[config.mk]
export PLATFORM = sky130hd
export DESIGN_NAME = bcd_serial_add_ctrl
export DESIGN_NICKNAME = d
export VERILOG_FILES = /design/src/rtl/bcd_serial_add_ctrl.sv
export SDC_FILE = /design/constraint.sdc
export NUM_CORES = 1
export LEC_CHECK = 0
export ABC_AREA = 1
export CORE_UTILIZATION = 49
export CTS_BUF_LIST = sky130_fd_sc_hd__clkbuf_8
export DETAILED_ROUTE_END_ITERATION = 12
export GPL_TIMING_DRIVEN = 1
export PLACE_DENSITY = 0.78
export SYNTH_ARGS = -nofsm -noshare
export SYNTH_HDL_FRONTEND = slang
export SYNTH_SLANG_ARGS = --single-unit
[constraint.sdc]
create_clock -name clk -period 2.3 [get_ports clk]
set_input_delay 0.46 -clock clk [delete_from_list [all_inputs] [get_ports clk]]
set_output_delay 0.46 -clock clk [all_outputs]
set_load 0.05 [all_outputs]
[src/rtl/bcd_serial_add_ctrl.sv]
// bcd_serial_add_ctrl: one-digit-per-clock BCD add sequencer; define BCD_SUB_EN for ten's-complement subtract via op_sub
module bcd_serial_add_ctrl #(
    parameter int DIGITS = 4,
    parameter int CW = 3
) (
    input  logic                clk,
    input  logic                rst,
    input  logic                start,
    input  logic [4*DIGITS-1:0] a,
    input  logic [4*DIGITS-1:0] b,
    input  logic                cin,
`ifdef BCD_SUB_EN
    input  logic                op_sub,
`endif
    output logic                busy,
    output logic                done,
    output logic [4*DIGITS-1:0] sum,
    output logic                cout,
    output logic                err
);
    localparam int W = 4*DIGITS;
    typedef enum logic [1:0] {IDLE, ADD, DONE} state_t;
    state_t state;
    logic [W-1:0] a_r, b_r, res, res_n;
    logic [CW-1:0] cnt;
    logic c, sub_r, sub_in, err_acc, corr, d_err;
    logic [3:0] a_d, b_d, b_op, dig;
    logic [4:0] z;
`ifdef BCD_SUB_EN
    assign sub_in = op_sub;
`else
    assign sub_in = 1'b0;
`endif
    // operands shift right each digit so the current digit is always in [3:0]
    always_comb begin
        a_d = a_r[3:0];
        b_d = b_r[3:0];
        b_op = sub_r ? 4'd9 - b_d : b_d;
        z = {1'b0, a_d} + {1'b0, b_op} + {4'd0, c};
        corr = z[4] | (z[3] & z[2]) | (z[3] & z[1]);
        dig = corr ? z[3:0] + 4'd6 : z[3:0];
        d_err = (a_d > 4'd9) | (b_d > 4'd9);
        res_n = (res >> 4) | (W'(dig) << (W-4));
    end
    always_ff @(posedge clk or posedge rst) begin
        if (rst) begin
            state <= IDLE;
            a_r <= '0;
            b_r <= '0;
            res <= '0;
            cnt <= '0;
            c <= 1'b0;
            sub_r <= 1'b0;
            err_acc <= 1'b0;
            busy <= 1'b0;
            done <= 1'b0;
            sum <= '0;
            cout <= 1'b0;
            err <= 1'b0;
        end else begin
            case (state)
                IDLE: begin
                    done <= 1'b0;
                    if (start) begin
                        a_r <= a;
                        b_r <= b;
                        sub_r <= sub_in;
                        c <= cin | sub_in;
                        cnt <= '0;
                        err_acc <= 1'b0;
                        busy <= 1'b1;
                        state <= ADD;
                    end
                end
                ADD: begin
                    a_r <= a_r >> 4;
                    b_r <= b_r >> 4;
                    res <= res_n;
                    c <= corr;
                    err_acc <= err_acc | d_err;
                    cnt <= cnt + CW'(1);
                    if (cnt == CW'(DIGITS-1)) begin
                        busy <= 1'b0;
                        sum <= res_n;
                        cout <= corr;
                        err <= err_acc | d_err;
                        state <= DONE;
                    end
                end
                DONE: begin
                    done <= 1'b1;
                    state <= IDLE;
                end
                default: state <= IDLE;
            endcase
        end
    end
endmodule

==> summary.md <==
The most numerous cell type found on the critical path is sky130_fd_sc_hd__nand2_1. TritonCTS built the clock tree. The congestion estimate from routability-driven global placement came to 0.7407. The maximum ir drop on the vdd rail was 1.080 mV. Input and output buffers added on the ports amount to 55. The worst setup path is captured at a register. The detailed router finished its first iteration with 98 violations.

Summed over all nets, the half-perimeter wirelength after detailed placement is 4623 um. Compared with the post-synthesis result, the final layout area differs by 26.29%. The number of placed instances, taps included, is 457.

The data required time of the critical path is 2580 ps. Entering global routing, the biggest net connects 51 pins. The effective utilization at floorplan came out at 0.5106. The tools report the sequential element share of the synthesized area as 0.5449.

Counting distinct cell types in the post-synthesis netlist gives 28. The H-tree level count was 3. The tool flagged a number of max-cap violations equal to 0.

Sum of buffers and inverters on the critical path: 3. For the total wire length, the log shows 6768 um. The run finished with clean final reports. The core region is 0.006386 mm2. For the final database, setup skew stands at 9.650 ps.

Buffers inserted to repair hold after CTS numbered 0. The vertical die dimension is 83.58 um. The die extent in x works out to 83.58 um. The kind of cell with the highest combined delay on the critical path was adder cells. The period utilization is 0.9469. Traced cell by cell, the critical path runs through inv_2, fa_2, fa_2, or2_1, nand2_1, inv_2, ha_4, inv_2, nand3_1, nand2_1, nand2_1, nand2_2, nand2_1, nand2_1. The die covers 0.006985 mm2. The gate count of the mapped netlist is 333, and the biggest cell delay along the critical path is 400 ps. The routed layout has 2463 vias. The clock latency on the worst-skew pair was 340 ps. Via count of the first global-routing pass: 2387. The net count of the mapped netlist was 377.

The final count of hold timing violations was 0. By startpoint and endpoint, the worst setup path is classified as register to register. For the highest clock rate, the log shows 459.2 MHz.

The library cell used most frequently in the layout, excluding fill and tap cells, is sky130_fd_sc_hd__nand2_1. For this run, the leading register cell type out of synthesis is sky130_fd_sc_hd__dfrtp_1. At the end of the flow, the number of nets in the layout was 436. Critical-path cell with the highest stage delay: sky130_fd_sc_hd__fa_2.

Critical path startpoint category: a register. The total routing usage reported by global routing came out at 0.2053. The worst path needs 2178 ps of the cycle, external delays included. The worst-case headroom to the max-slew limit is 0.5902, and the maximum fanout along the worst path is 3. The power per standard cell area came out at 1732 mW/mm2. The analysis attributes to cell leakage a power of 1.919 nW. The library cells used most frequently in the layout, excluding fill and tap cells, are sky130_fd_sc_hd__nand2_1, sky130_fd_sc_hd__dfrtp_1, sky130_fd_sc_hd__clkdlybuf4s50_1.

For the data arrival time of the critical path, the log shows 2460 ps. The area of the mapped netlist is 0.003261 mm2, and the mean number of vias per cell is 5.196. The share of post-route cells with drive strength above 1 was 0.1587; the count of synthesis-stage warnings from yosys was 0.

After floorplanning, the core was divided into 29 placement rows. At the pin with the least slew margin, the transition time is 614.7 ps. The remaining global-route overflow was 0; the number of synthesized register bits was 71. The tools report the number of endpoints failing setup at the final stage as 0. After synthesis, the cell types taking the most area are sky130_fd_sc_hd__dfrtp_1, sky130_fd_sc_hd__a221oi_2, sky130_fd_sc_hd__nand2_1. No sink is reached through more buffers than the 2 on the longest clock path. The logs give 0 for the number of max-slew violations in the final report and 9 for the total clock buffers created by CTS. For this design, the sink count on the clock tree is 71. For the wire length of the first global-routing pass, the log shows 11310 um. The tools report the share of the core filled with cells as 0.6448. For this run, the detailed router's first-pass iteration total came to 4.

The share of flip-flops with an asynchronous set or reset works out to 1.000. The biggest area consumer among synthesized cells is sky130_fd_sc_hd__dfrtp_1. The residual DRC count came out at 0. The type of the tightest min-delay check was primary input to async pin. 56 I/O pins were placed. The share of the synthesized area in the top cell type was 0.5449; the wire length per cell after detailed routing was 14.28 um.

The logs give 474 for the number of standard cells in the layout, taps in and fillers out and 0 for the final antenna-violating net count. Dividing the synthesized area by the synthesized cell count gives 9.792 um2. The initial antenna violation count was 0; the clock-pin slew reported for the worst setup and hold paths after clock tree synthesis was 70 ps. The root buffer cell chosen for the clock tree is sky130_fd_sc_hd__clkbuf_8. The number of synthesized flops with an enable pin is 0.

The count of inserted antenna diode cells is 0.
==> state kept, by name, summed over array words and instances, names as in the netlist, 2 cells and up <==
register / flops
state: 2
sum: 16
res: 12
cnt: 3
b_r: 16
a_r: 16
==> Yosys cell counts, types with 2 or more instances <==
master,instances
sky130_fd_sc_hd__a221oi_2,19
sky130_fd_sc_hd__o22ai_1,2
sky130_fd_sc_hd__inv_1,45
sky130_fd_sc_hd__a221oi_1,5
sky130_fd_sc_hd__nor2_1,3
sky130_fd_sc_hd__a21oi_1,3
sky130_fd_sc_hd__nand2_2,3
sky130_fd_sc_hd__nand2_1,75
sky130_fd_sc_hd__buf_6,2
sky130_fd_sc_hd__buf_2,11
sky130_fd_sc_hd__clkbuf_1,3
sky130_fd_sc_hd__fa_1,2
sky130_fd_sc_hd__o21ai_0,14
sky130_fd_sc_hd__nor3_1,24
sky130_fd_sc_hd__inv_2,4
sky130_fd_sc_hd__nand3_1,20
sky130_fd_sc_hd__ha_1,6
sky130_fd_sc_hd__o21ai_1,12
sky130_fd_sc_hd__dfrtp_1,71
==> layout make-up <==
cell class | instances | area (um2)
repair buffers | 65 | 638.1
multi-input cells | 196 | 1227
inverters | 49 | 183.9
fillers | 536 | 2268
well taps | 77 | 96.34
clock buffers | 13 | 178.9
flip-flops and latches | 71 | 1777
clock inverters | 3 | 16.27
==> logic make-up (layout without fill, tap and decap cells) <==
family / after synthesis / count (layout) / share of synthesized area
fa+ha+maj: 8 / 8 / 0.03530
compound gates: 58 / 58 / 0.1566
simple gates: 130 / 130 / 0.1784
buf+inv: 66 / 130 / 0.08480
flops: 71 / 71 / 0.5449
==> worst reg2reg max path, stage by stage (launching register included) <==
cell and delay, ps:
sky130_fd_sc_hd__dfrtp_1 340, sky130_fd_sc_hd__inv_2 50, sky130_fd_sc_hd__fa_2 400, sky130_fd_sc_hd__fa_2 380, sky130_fd_sc_hd__or2_1 250, sky130_fd_sc_hd__nand2_1 80
sky130_fd_sc_hd__inv_2 50, sky130_fd_sc_hd__ha_4 160, sky130_fd_sc_hd__inv_2 40, sky130_fd_sc_hd__nand3_1 60, sky130_fd_sc_hd__nand2_1 70, sky130_fd_sc_hd__nand2_1 60
sky130_fd_sc_hd__nand2_2 70, sky130_fd_sc_hd__nand2_1 50, sky130_fd_sc_hd__nand2_1 70
==> metrics by stage <==
stage          setup slack (ps)  TNS [ps]  cell area [um2]  hold WS [ps]  power [mW]
2_1_floorplan             43.43         0             3261         442.2       5.147
3_3_place_gp              94.58         0             3895         451.5       5.922
3_5_place_dp              39.46         0             3895         466.0       6.066
4_1_cts                   26.84         0             4090         417.9       7.029
5_1_grt                  -4.864    -4.864             4118         453.4       7.667
6_report                  122.1         0             4118         410.6       7.132
==> report_power, final <==
group,internal (mW),switching [mW],leakage [nW]
combinational,1.50,2.55,0.948
clock,0.504,0.447,0.103
sequential,1.86,0.274,0.869
==> routing by layer <==
layer,global-route usage,part of all wire,up-vias
met3,0.03462,0.039,11
met5,0,0,-
met4,0.07858,0.016,0
li1,-,-,1226
met2,0.3267,0.48,65
met1,0.2831,0.47,1161
==> what timing repair did <==
action                                  4_1_cts  5_1_grt
resized for setup                             0        9
setup buffers                                 0        1
endpoints found under the setup margin        0        2
==> worst paths after layout <==
path	from	endpoint	slack (ps)	cells after the start
min	rst	sum[0]	410	2
max in group asynchronous	rst	b_r[13]	1260	3
min in group clk	sum[2]	sum[2]	480	2
min reg2reg	sum[2]	sum[2]	480	2
max reg2reg	b_r[0]	res[15]	120	14
max	b_r[0]	res[15]	120	14
Power figures use the tool's default switching activity.
